`src/rtl/eval_arbiter.sv`:
```
// Three-lane round-robin expression evaluator: grants one lane, evaluates {a,op,b}, strobes the result.
// Optional 4-cycle restoring divider for op 4'hD is built only when EVAL_DIV_EN is defined.
module eval_arbiter #(
  parameter logic [7:0] ERR_CODE = 8'hFF
) (
  input  logic        clk,
  input  logic        rst,
  input  logic [2:0]  req,
  input  logic [35:0] exp_bus,
  input  logic        flush,
  output logic [2:0]  gnt,
  output logic        busy,
  output logic        res_valid,
  output logic [1:0]  res_lane,
  output logic [7:0]  res_ans,
  output logic        res_err
);

  typedef enum logic [1:0] {IDLE, EXEC, DONE} state_t;

  state_t      state_q, state_d;
  logic [1:0]  ptr_q, ptr_d;
  logic [2:0]  gnt_q, gnt_d;
  logic [1:0]  lane_q, lane_d;
  logic [3:0]  a_q, a_d, op_q, op_d, b_q, b_d;
  logic        resValid_q, resValid_d;
  logic [1:0]  resLane_q, resLane_d;
  logic [7:0]  resAns_q, resAns_d;
  logic        resErr_q, resErr_d;

  logic [1:0]  l1, l2, l3, win;
  logic [11:0] expSel;
  logic [7:0]  singleAns;
  logic        singleErr;

`ifdef EVAL_DIV_EN
  logic [3:0]  rem_q, rem_d, quo_q, quo_d;
  logic [1:0]  cnt_q, cnt_d;
  logic [4:0]  remShift;
  logic [3:0]  remNext, quoNext;
`endif

  function automatic logic [1:0] nextLane(input logic [1:0] l);
    case (l)
      2'd0:    nextLane = 2'd1;
      2'd1:    nextLane = 2'd2;
      default: nextLane = 2'd0;
    endcase
  endfunction

  // Search order starts at the lane after the last grant.
  always_comb begin
    l1 = nextLane(ptr_q);
    l2 = nextLane(l1);
    l3 = nextLane(l2);
    if (req[l1])      win = l1;
    else if (req[l2]) win = l2;
    else              win = l3;
    case (win)
      2'd1:    expSel = exp_bus[23:12];
      2'd2:    expSel = exp_bus[35:24];
      default: expSel = exp_bus[11:0];
    endcase
  end

  always_comb begin
    singleAns = 8'h00;
    singleErr = 1'b0;
    case (op_q)
      4'hA:    singleAns = {4'h0, a_q} + {4'h0, b_q};
      4'hB:    singleAns = {4'h0, a_q} - {4'h0, b_q};
      4'hC:    singleAns = {4'h0, a_q} * {4'h0, b_q};
      default: singleErr = 1'b1;
    endcase
    if ({a_q, op_q, b_q} == 12'h000) singleErr = 1'b1;
    if (singleErr) singleAns = ERR_CODE;
  end

`ifdef EVAL_DIV_EN
  // One restoring step: shift in the next dividend bit, subtract when it fits.
  always_comb begin
    remShift = {rem_q, quo_q[3]};
    if (remShift >= {1'b0, b_q}) begin
      remNext = remShift[3:0] - b_q;
      quoNext = {quo_q[2:0], 1'b1};
    end else begin
      remNext = remShift[3:0];
      quoNext = {quo_q[2:0], 1'b0};
    end
  end
`endif

  always_comb begin
    state_d    = state_q;
    ptr_d      = ptr_q;
    gnt_d      = 3'b000;
    lane_d     = lane_q;
    a_d        = a_q;
    op_d       = op_q;
    b_d        = b_q;
    resValid_d = 1'b0;
    resLane_d  = resLane_q;
    resAns_d   = resAns_q;
    resErr_d   = resErr_q;
`ifdef EVAL_DIV_EN
    rem_d      = rem_q;
    quo_d      = quo_q;
    cnt_d      = cnt_q;
`endif
    if (flush) begin
      state_d = IDLE;
    end else begin
      case (state_q)
        IDLE: begin
          if (|req) begin
            state_d           = EXEC;
            gnt_d             = 3'b001 << win;
            ptr_d             = win;
            lane_d            = win;
            {a_d, op_d, b_d}  = expSel;
`ifdef EVAL_DIV_EN
            rem_d             = 4'h0;
            quo_d             = expSel[11:8];
            cnt_d             = 2'd0;
`endif
          end
        end
        EXEC: begin
`ifdef EVAL_DIV_EN
          if (op_q == 4'hD && b_q != 4'h0) begin
            rem_d = remNext;
            quo_d = quoNext;
            cnt_d = cnt_q + 2'd1;
            if (cnt_q == 2'd3) begin
              state_d    = DONE;
              resValid_d = 1'b1;
              resLane_d  = lane_q;
              resAns_d   = {4'h0, quoNext};
              resErr_d   = 1'b0;
            end
          end else
`endif
          begin
            state_d    = DONE;
            resValid_d = 1'b1;
            resLane_d  = lane_q;
            resAns_d   = singleAns;
            resErr_d   = singleErr;
          end
        end
        default: state_d = IDLE;
      endcase
    end
  end

  always_ff @(posedge clk or posedge rst) begin
    if (rst) begin
      state_q    <= IDLE;
      ptr_q      <= 2'd2;
      gnt_q      <= 3'b000;
      lane_q     <= 2'd0;
      a_q        <= 4'h0;
      op_q       <= 4'h0;
      b_q        <= 4'h0;
      resValid_q <= 1'b0;
      resLane_q  <= 2'd0;
      resAns_q   <= 8'h00;
      resErr_q   <= 1'b0;
`ifdef EVAL_DIV_EN
      rem_q      <= 4'h0;
      quo_q      <= 4'h0;
      cnt_q      <= 2'd0;
`endif
    end else begin
      state_q    <= state_d;
      ptr_q      <= ptr_d;
      gnt_q      <= gnt_d;
      lane_q     <= lane_d;
      a_q        <= a_d;
      op_q       <= op_d;
      b_q        <= b_d;
      resValid_q <= resValid_d;
      resLane_q  <= resLane_d;
      resAns_q   <= resAns_d;
      resErr_q   <= resErr_d;
`ifdef EVAL_DIV_EN
      rem_q      <= rem_d;
      quo_q      <= quo_d;
      cnt_q      <= cnt_d;
`endif
    end
  end

  assign gnt       = gnt_q;
  assign busy      = (state_q != IDLE);
  assign res_valid = resValid_q;
  assign res_lane  = resLane_q;
  assign res_ans   = resAns_q;
  assign res_err   = resErr_q;

endmodule

```
`config.mk`:
```
export PLATFORM = sky130hd
export DESIGN_NAME = eval_arbiter
export DESIGN_NICKNAME = d
export VERILOG_FILES = /design/src/rtl/eval_arbiter.sv
export SDC_FILE = /design/constraint.sdc
export NUM_CORES = 1
export LEC_CHECK = 0
export ABC_AREA = 1
export BUFFER_PORTS_ARGS = -buffer_cell sky130_fd_sc_hd__buf_2
export CELL_PAD_IN_SITES_DETAIL_PLACEMENT = 1
export CELL_PAD_IN_SITES_GLOBAL_PLACEMENT = 1
export CORE_UTILIZATION = 28
export CTS_CLUSTER_DIAMETER = 80
export CTS_CLUSTER_SIZE = 16
export DETAILED_ROUTE_END_ITERATION = 8
export GPL_TIMING_DRIVEN = 0
export PLACE_DENSITY = 0.69
export SETUP_SLACK_MARGIN = 0.2
export SKIP_CTS_REPAIR_TIMING = 1
export SLEW_MARGIN = 0
export SYNTH_ARGS = -nofsm -noshare
export SYNTH_HDL_FRONTEND = slang
export SYNTH_SLANG_ARGS = --single-unit
```
`constraint.sdc`:
```
create_clock -name clk -period 2.58 [get_ports clk]
set_clock_uncertainty 0.15 [all_clocks]
set_input_delay 0.387 -clock clk [delete_from_list [all_inputs] [get_ports clk]]
set_output_delay 0.387 -clock clk [all_outputs]
set_load 0.02 [all_outputs]
```
==> metrics.txt, run 1 <==
# TYPE chip_impl_metric gauge
chip_impl_metric{name="postSynthNetCount",unit=""} 387
chip_impl_metric{name="power.sequential.fraction",unit=""} 0.255
chip_impl_metric{name="global_route_wire_length_before_repair",unit="um"} 11000
chip_impl_metric{name="clock_latency",unit="ps"} 290
chip_impl_metric{name="n_antenna_cell",unit=""} 0
chip_impl_metric{name="min_period_over_period",unit=""} 1.07
chip_impl_metric{name="routed_vias",unit=""} 2278
chip_impl_metric{name="netlist_area",unit="um^2"} 2430
chip_impl_metric{name="place_worst_setup_slack",unit="ps"} -225
chip_impl_metric{name="hold_violations",unit=""} 0
chip_impl_metric{name="total_instance_count_after_detailed_placement",unit=""} 478
chip_impl_metric{name="synth_top_area_frac",unit=""} 0.319
chip_impl_info{name="cp_cell_sequence",value="nand2_2, fa_1, inv_1, fa_1, inv_2, fa_2, inv_2, nand3_1, nand2_1, a21oi_1, o21ai_1, a21oi_2"} 1
chip_impl_metric{name="worst_slew_margin_rel",unit=""} 0.682
chip_impl_metric{name="dr.pass1.iters",unit=""} 4
chip_impl_metric{name="buffer_ports.inserted",unit=""} 57
chip_impl_metric{name="die_width",unit="um"} 95.3
chip_impl_metric{name="switching_share",unit=""} 0.488
chip_impl_metric{name="floorplan.die.height",unit="um"} 95.3
chip_impl_metric{name="drt_drc_violations_left",unit=""} 0
chip_impl_metric{name="grt_pass1_vias",unit=""} 2319
chip_impl_metric{name="synth_simple_gate_area_share",unit=""} 0.266
chip_impl_metric{name="initialDrtViolationCount",unit=""} 38
chip_impl_metric{name="critical_path_buf_inv_count",unit=""} 3
chip_impl_metric{name="route.detailed.vias_per_inst",unit=""} 4.62
chip_impl_metric{name="synthCells",unit=""} 316
chip_impl_metric{name="starting_utilization_of_the_core_area",unit=""} 0.293
chip_impl_info{name="synthDominantAreaCellType",value="sky130_fd_sc_hd__dfrtp_1"} 1
chip_impl_info{name="post_synth_main_area_contributors",value="sky130_fd_sc_hd__dfrtp_1 32%, sky130_fd_sc_hd__nand2_1 12%, sky130_fd_sc_hd__ha_1 12%"} 1
chip_impl_metric{name="final_critical_path_setup_slack",unit="ps"} -176
chip_impl_info{name="main_combinational_cell_family_by_area_after_synthesis",value="simple AND/OR/NAND/NOR gates"} 1
chip_impl_info{name="timing.critical_path.slowest_stage_cell",value="sky130_fd_sc_hd__fa_1"} 1
chip_impl_info{name="outcome",value="finished with violations"} 1
chip_impl_metric{name="power.switching",unit="mW"} 1.70
chip_impl_metric{name="total_congestion_overflow_after_global_routing",unit=""} 0
chip_impl_metric{name="finalMaxSlewViolations",unit=""} 0
chip_impl_metric{name="synth-async-reset-ratio",unit=""} 1.00
chip_impl_metric{name="routed_wl",unit="um"} 6590
chip_impl_metric{name="globalRouteTotalUtil",unit=""} 0.158
chip_impl_metric{name="synth-seq-area-share",unit=""} 0.329
chip_impl_info{name="clk_root_buffer_cell",value="sky130_fd_sc_hd__clkbuf_8"} 1
chip_impl_info{name="critical_path_end_type",value="flop"} 1
chip_impl_metric{name="core_area",unit="um^2"} 8300
chip_impl_info{name="critical_path.top_delay_family",value="adder cells"} 1
chip_impl_metric{name="post_layout_nonfiller_instances",unit=""} 493
chip_impl_info{name="failed_checks",value="negative setup slack"} 1
chip_impl_metric{name="static-leakage-power",unit="nW"} 1.61
chip_impl_metric{name="period_needed",unit="ps"} 2760
chip_impl_metric{name="drive_above_1_share",unit=""} 0.332
chip_impl_metric{name="pwr-share-comb",unit=""} 0.626
chip_impl_metric{name="synth_seq_cells",unit=""} 32
chip_impl_metric{name="final_core_utilization",unit=""} 0.376
chip_impl_metric{name="required",unit="ps"} 2610
chip_impl_metric{name="area_growth",unit="%"} 28.2
chip_impl_info{name="grt_setup_unrepaired",value="true"} 1
chip_impl_info{name="kind_of_start_point_of_the_critical_path",value="flop"} 1
chip_impl_info{name="tritoncts_clock_tree",value="yes"} 1
chip_impl_metric{name="critical_path.max_fanout",unit=""} 5
chip_impl_metric{name="cts.sinks",unit=""} 32
chip_impl_metric{name="floorplan.rows",unit=""} 33
chip_impl_metric{name="synth_xor_xnor_area_share",unit=""} 0
chip_impl_metric{name="synthAdderAreaFrac",unit=""} 0.168
chip_impl_metric{name="synth_warnings",unit=""} 0
chip_impl_metric{name="final-setup-viol-count",unit=""} 5
chip_impl_info{name="hp-start",value="exp_bus[5]"} 1
chip_impl_metric{name="internal_power",unit="mW"} 1.79
chip_impl_metric{name="pin_count",unit=""} 58
chip_impl_metric{name="post_synth.cell_area_avg",unit="um^2"} 7.71
chip_impl_metric{name="ant_nets",unit=""} 0
chip_impl_metric{name="clockPowerShare",unit=""} 0.119
chip_impl_metric{name="power.ir.vdd_worst",unit="mV"} 0.484
chip_impl_metric{name="place_hpwl",unit="um"} 5390
chip_impl_metric{name="synth_cell_types",unit=""} 32
chip_impl_info{name="critical_path.startpoint",value="a_q[0]$_DFFE_PP0P_"} 1
chip_impl_metric{name="nFillCells",unit=""} 1021
chip_impl_metric{name="max_clock_freq",unit="MHz"} 363
chip_impl_metric{name="timing_worst_slew_pin_value",unit="ps"} 474
chip_impl_metric{name="max_cap_viol_count",unit=""} 0
chip_impl_metric{name="cts_max_path_buffers",unit=""} 2
chip_impl_metric{name="numCtsBuffers",unit=""} 5
chip_impl_metric{name="htree_levels",unit=""} 2
chip_impl_metric{name="routabilityCongestion",unit=""} 0.726
chip_impl_metric{name="yosys-mux-area-fraction",unit=""} 0
chip_impl_metric{name="maximum_number_of_pins_on_one_net_before_global_route_repair",unit=""} 33
chip_impl_metric{name="cts.clk_slew.worst_paths",unit="ps"} 70
chip_impl_metric{name="total_power",unit="mW"} 3.49
chip_impl_info{name="hp-class",value="in -> reg"} 1
chip_impl_metric{name="cellPowerDensity",unit="nW/um^2"} 1120
chip_impl_metric{name="synth_enable_flop_cells",unit=""} 0
chip_impl_info{name="worstSetupPathType",value="reg -> reg"} 1
chip_impl_info{name="synthFlopType",value="sky130_fd_sc_hd__dfrtp_1"} 1
chip_impl_metric{name="design.die.area",unit="um^2"} 9070
chip_impl_metric{name="timing.critical_path.arrival",unit="ps"} 2780
chip_impl_metric{name="critical-path-max-stage-delay",unit="ps"} 540
chip_impl_info{name="regToRegStartpoint",value="a_q[0]$_DFFE_PP0P_"} 1
chip_impl_metric{name="finalNetCount",unit=""} 458
chip_impl_metric{name="synth_compound_area_frac",unit=""} 0.136
chip_impl_metric{name="grt_antenna_before_repair",unit=""} 0
chip_impl_metric{name="route.detailed.wl_per_inst",unit="um"} 13.4
## cell type report
class | count | area, um^2 | area share
timing repair buffer | 64 | 360 | 0.115
sequential | 32 | 808 | 0.259
clock buffer | 7 | 86.3 | 0.0277
buffer | 7 | 55.1 | 0.0176
multi-input combinational | 223 | 1470 | 0.471
inverter | 54 | 203 | 0.0649
clock inverter | 1 | 7.51 | 0.00240
tap | 105 | 131 | 0.0421
## flip-flops by register name (all words and copies together), names as in the netlist, 2 cells and up
signal	flops
a_q	4
b_q	4
res_lane	2
ptr_q	2
gnt	3
res_ans	8
state_q	2
op_q	4
## worst reg2reg max path: stages (launching register included)
cell	delay, ps
sky130_fd_sc_hd__dfrtp_1	430
sky130_fd_sc_hd__nand2_2	90
sky130_fd_sc_hd__fa_1	540
sky130_fd_sc_hd__inv_1	50
sky130_fd_sc_hd__fa_1	510
sky130_fd_sc_hd__inv_2	50
sky130_fd_sc_hd__fa_2	340
sky130_fd_sc_hd__inv_2	70
sky130_fd_sc_hd__nand3_1	70
sky130_fd_sc_hd__nand2_1	90
sky130_fd_sc_hd__a21oi_1	70
sky130_fd_sc_hd__o21ai_1	110
sky130_fd_sc_hd__a21oi_2	70
## synth_stat cells (2+ instances only)
cell type / count
sky130_fd_sc_hd__inv_2: 8
sky130_fd_sc_hd__nor3_4: 2
sky130_fd_sc_hd__o21ai_1: 18
sky130_fd_sc_hd__ha_1: 23
sky130_fd_sc_hd__nand2_2: 2
sky130_fd_sc_hd__buf_2: 5
sky130_fd_sc_hd__o21a_1: 2
sky130_fd_sc_hd__dfrtp_1: 31
sky130_fd_sc_hd__or2_0: 5
sky130_fd_sc_hd__inv_1: 46
sky130_fd_sc_hd__nor3_2: 2
sky130_fd_sc_hd__a21oi_2: 3
sky130_fd_sc_hd__nand3_1: 24
sky130_fd_sc_hd__fa_1: 6
sky130_fd_sc_hd__or2_1: 3
sky130_fd_sc_hd__nor2_2: 2
sky130_fd_sc_hd__a21oi_1: 19
sky130_fd_sc_hd__o21ai_0: 5
sky130_fd_sc_hd__o211ai_1: 7
sky130_fd_sc_hd__nand2_4: 3
sky130_fd_sc_hd__nor2_1: 12
sky130_fd_sc_hd__nand2_1: 78
## metal layers
layer / track usage / wire (um) / part of all wire / vias up
li1: - / - / - / 1156
met1: 0.200 / 3050 / 0.46 / 1063
met2: 0.265 / 3130 / 0.48 / 53
met3: 0.0399 / 350 / 0.053 / 6
met4: 0.0467 / 64 / 0.0097 / 0
met5: 0 / 0 / 0 / -
## through the flow
stage                     hold WS (ps)  cell area (um^2)  TNS, ps
after global routing               213              3120    -1120
after floorplan                    333              2440    -30.3
after global placement             313              2860     -674
final                              208              3120     -490
after detailed placement           330              2860     -762
after CTS                          205              2950     -821
## cells by family after synthesis
family,Yosys count
adders and majority gates,29
buffers and inverters,61
DFF,32
AOI/OAI and AO/OA,57
and+or+nand+nor,137
## worst paths after layout
path | endpoint | cells after the start | slack [ps]
worst max-delay path | res_ans[6]$_DFFE_PP0P_ | 12 | -180
worst min-delay path | op_q[1]$_DFFE_PP0P_ | 3 | 210
worst max register to register | res_ans[6]$_DFFE_PP0P_ | 12 | -180
worst min register to register | res_lane[1]$_DFFE_PP0P_ | 2 | 340
max in group asynchronous | ptr_q[1]$_DFFE_PP1P_ | 4 | 1330
min in group asynchronous | res_ans[1]$_DFFE_PP0P_ | 3 | 450
## power by group through the flow
stage / Clock (mW) / Sequential, mW / Combinational (mW)
3_3_place_gp: 0 / 0.886 / 1.90
6_report: 0.416 / 0.889 / 2.19
3_5_place_dp: 0 / 0.900 / 1.98
5_1_grt: 0.450 / 0.925 / 2.50
2_1_floorplan: 0 / 0.948 / 1.33
4_1_cts: 0.428 / 0.891 / 2.00
## layout by cell type, fill, tap and decap left out, types with 4 or more instances in the layout
cell type	n
sky130_fd_sc_hd__a21oi_1	19
sky130_fd_sc_hd__buf_2	59
sky130_fd_sc_hd__buf_4	6
sky130_fd_sc_hd__clkbuf_8	6
sky130_fd_sc_hd__dfrtp_1	26
sky130_fd_sc_hd__dfrtp_2	5
sky130_fd_sc_hd__fa_1	5
sky130_fd_sc_hd__ha_1	18
sky130_fd_sc_hd__inv_1	42
sky130_fd_sc_hd__inv_2	11
sky130_fd_sc_hd__nand2_1	72
sky130_fd_sc_hd__nand2_2	8
sky130_fd_sc_hd__nand3_1	21
sky130_fd_sc_hd__nand3_2	4
sky130_fd_sc_hd__nor2_1	10
sky130_fd_sc_hd__nor2_2	4
sky130_fd_sc_hd__o211ai_1	7
sky130_fd_sc_hd__o21ai_1	19
sky130_fd_sc_hd__or2_0	5
Note: power is estimated with default switching activity, not from simulation.
==> run 2, diff against run 1 <==
Settings changed: PLACE_DENSITY 0.69 to 0.67.
Clock period 2.58 ns to 3.25 ns, I/O delays scaled along.
==> metrics.txt, run 2 (same netlist as run 1, synthesis figures left out) <==
# TYPE chip_impl_metric gauge
chip_impl_metric{name="drive_above_1_share",unit=""} 0.281
chip_impl_metric{name="place_hpwl",unit="um"} 5340
chip_impl_metric{name="htree_levels",unit=""} 2
chip_impl_metric{name="timing.critical_path.arrival",unit="ps"} 2830
chip_impl_metric{name="cts.sinks",unit=""} 32
chip_impl_metric{name="rrSetupSlack",unit="ps"} 440
chip_impl_metric{name="post_layout_nonfiller_instances",unit=""} 493
chip_impl_metric{name="cts.clk_slew.worst_paths",unit="ps"} 70
chip_impl_metric{name="routabilityCongestion",unit=""} 0.803
chip_impl_metric{name="cellPowerDensity",unit="nW/um^2"} 868
chip_impl_metric{name="max_clock_freq",unit="MHz"} 355
chip_impl_metric{name="total_congestion_overflow_after_global_routing",unit=""} 0
chip_impl_metric{name="globalRouteTotalUtil",unit=""} 0.156
chip_impl_info{name="timing.critical_path.slowest_stage_cell",value="sky130_fd_sc_hd__fa_1"} 1
chip_impl_info{name="hold-path-endpoint",value="a_q[0]$_DFFE_PP0P_"} 1
chip_impl_info{name="critical_path_end_type",value="flop"} 1
chip_impl_metric{name="critical_path.max_fanout",unit=""} 5
chip_impl_metric{name="design.die.area",unit="um^2"} 9070
chip_impl_info{name="grt_setup_unrepaired",value="false"} 1
chip_impl_metric{name="nFillCells",unit=""} 1048
chip_impl_metric{name="numCtsBuffers",unit=""} 5
chip_impl_metric{name="core_area",unit="um^2"} 8300
chip_impl_metric{name="power.ir.vdd_worst",unit="mV"} 0.421
chip_impl_metric{name="largest_reg_flops",unit=""} 8
chip_impl_metric{name="floorplan.die.height",unit="um"} 95.3
chip_impl_metric{name="routed_wl",unit="um"} 6630
chip_impl_metric{name="final-setup-viol-count",unit=""} 0
chip_impl_info{name="hp-start",value="exp_bus[8]"} 1
chip_impl_metric{name="critical-path-max-stage-delay",unit="ps"} 530
chip_impl_metric{name="timing_worst_slew_pin_value",unit="ps"} 357
chip_impl_metric{name="dr.pass1.iters",unit=""} 4
chip_impl_metric{name="maximum_number_of_pins_on_one_net_before_global_route_repair",unit=""} 33
chip_impl_metric{name="route.detailed.wl_per_inst",unit="um"} 13.4
chip_impl_metric{name="total_power",unit="mW"} 2.62
chip_impl_info{name="critical_path.top_delay_family",value="adder cells"} 1
chip_impl_metric{name="required",unit="ps"} 3270
chip_impl_metric{name="worst_slew_margin_rel",unit=""} 0.761
chip_impl_metric{name="worstRegToRegCells",unit=""} 12
chip_impl_info{name="worstSetupPathType",value="reg -> reg"} 1
chip_impl_metric{name="drt_drc_violations_left",unit=""} 0
chip_impl_info{name="hp-class",value="in -> reg"} 1
chip_impl_info{name="layout.cells.most_common",value="sky130_fd_sc_hd__nand2_1"} 1
chip_impl_metric{name="min_period_over_period",unit=""} 0.866
chip_impl_info{name="tritoncts_clock_tree",value="yes"} 1
chip_impl_info{name="regToRegStartpoint",value="a_q[0]$_DFFE_PP0P_"} 1
chip_impl_metric{name="buffer_ports.inserted",unit=""} 57
chip_impl_metric{name="routed_vias",unit=""} 2253
chip_impl_metric{name="final_core_utilization",unit=""} 0.364
chip_impl_metric{name="grt_pass1_vias",unit=""} 2328
chip_impl_metric{name="total_instance_count_after_detailed_placement",unit=""} 478
chip_impl_info{name="worstReg2RegEnd",value="res_ans[6]$_DFFE_PP0P_"} 1
chip_impl_info{name="kind_of_start_point_of_the_critical_path",value="flop"} 1
chip_impl_info{name="cp_cell_sequence",value="nand2_2, fa_1, inv_1, fa_1, inv_1, fa_1, inv_1, nand3_1, nand2_1, a21oi_1, o21ai_1, a21oi_2"} 1
chip_impl_metric{name="initialDrtViolationCount",unit=""} 42
chip_impl_metric{name="area_growth",unit="%"} 24.0
chip_impl_metric{name="clock_latency",unit="ps"} 290
chip_impl_metric{name="hold_violations",unit=""} 0
chip_impl_metric{name="die_width",unit="um"} 95.3
chip_impl_metric{name="route.detailed.vias_per_inst",unit=""} 4.57
chip_impl_metric{name="static-leakage-power",unit="nW"} 1.62
chip_impl_metric{name="min_delay_path_depth",unit=""} 3
chip_impl_metric{name="ant_nets",unit=""} 0
chip_impl_metric{name="grt_antenna_before_repair",unit=""} 0
chip_impl_info{name="outcome",value="complete, no violations"} 1
chip_impl_metric{name="starting_utilization_of_the_core_area",unit=""} 0.293
chip_impl_info{name="most_used_cells_in_the_layout_excluding_fill_and_tap_cells",value="77 x sky130_fd_sc_hd__nand2_1, 62 x sky130_fd_sc_hd__buf_2, 45 x sky130_fd_sc_hd__inv_1"} 1
chip_impl_metric{name="n_antenna_cell",unit=""} 0
chip_impl_metric{name="cts_max_path_buffers",unit=""} 2
chip_impl_metric{name="critical_path_buf_inv_count",unit=""} 3
chip_impl_metric{name="pin_count",unit=""} 58
chip_impl_info{name="clk_root_buffer_cell",value="sky130_fd_sc_hd__clkbuf_8"} 1
chip_impl_metric{name="floorplan.rows",unit=""} 33
chip_impl_metric{name="global_route_wire_length_before_repair",unit="um"} 11000
chip_impl_metric{name="max_cap_viol_count",unit=""} 0
chip_impl_metric{name="period_needed",unit="ps"} 2810
chip_impl_metric{name="finalMaxSlewViolations",unit=""} 0
chip_impl_metric{name="finalNetCount",unit=""} 458
chip_impl_metric{name="final.setup.tns",unit="ps"} 0
[run 2: changes by cell type in the layout (fill, tap and decap cells not counted), sizes merged]
cell / delta
buf: +2
clkinvlp: -1
clkbuf: -3
clkinv: +2
[run 2: where the power goes]
part           total [mW]  switching, mW  internal (mW)
Clock               0.324          0.155          0.169
Sequential          0.690          0.132          0.557
Combinational        1.61           1.01          0.595
Total                2.62           1.30           1.32
[run 2: metrics by stage]
step | hold slack [ps] | worst slack, ps | area, um^2
2_1_floorplan | 333 | 407 | 2430
5_1_grt | 321 | 252 | 3020
4_1_cts | 310 | 130 | 2940
6_report | 321 | 435 | 3020
3_3_place_gp | 317 | 197 | 2850
3_5_place_dp | 327 | 144 | 2850
[run 2: layout make-up]
cell class	count	area, um^2	share of cell area
Buffer	7	43.8	0.0145
Clock buffer	6	82.6	0.0274
Clock inverter	2	10.0	0.00332
Inverter	54	203	0.0671
Multi-Input combinational cell	223	1390	0.460
Sequential cell	32	807	0.267
Tap cell	105	131	0.0435
Timing Repair Buffer	64	353	0.117
[run 2: worst min-delay path, cell delays in order]
cell and delay [ps]:
sky130_fd_sc_hd__buf_2 80, sky130_fd_sc_hd__o211ai_1 80, sky130_fd_sc_hd__o21ai_1 70
[run 2: layer usage]
layer	vias up	part of all wire	track usage	routed length [um]
met5	-	0	0	0
met4	0	0.0091	0.0417	60
met3	5	0.040	0.0303	264
met2	51	0.48	0.258	3190
met1	1042	0.47	0.207	3110
li1	1155	-	-	-
[run 2: worst max path at each step]
stage | endpoint | cells after the start | from | slack (ps)
3_5_place_dp | res_ans[6]$_DFFE_PP0P_ | 12 | a_q[1]$_DFFE_PP0P_ | 140
2_1_floorplan | res_ans[6]$_DFFE_PP0P_ | 12 | a_q[1]$_DFFE_PP0P_ | 410
3_3_place_gp | res_ans[6]$_DFFE_PP0P_ | 12 | a_q[1]$_DFFE_PP0P_ | 200
6_report | res_ans[6]$_DFFE_PP0P_ | 12 | a_q[0]$_DFFE_PP0P_ | 440
4_1_cts | res_ans[6]$_DFFE_PP0P_ | 12 | a_q[1]$_DFFE_PP0P_ | 130
5_1_grt | res_ans[6]$_DFFE_PP0P_ | 12 | a_q[0]$_DFFE_PP0P_ | 250
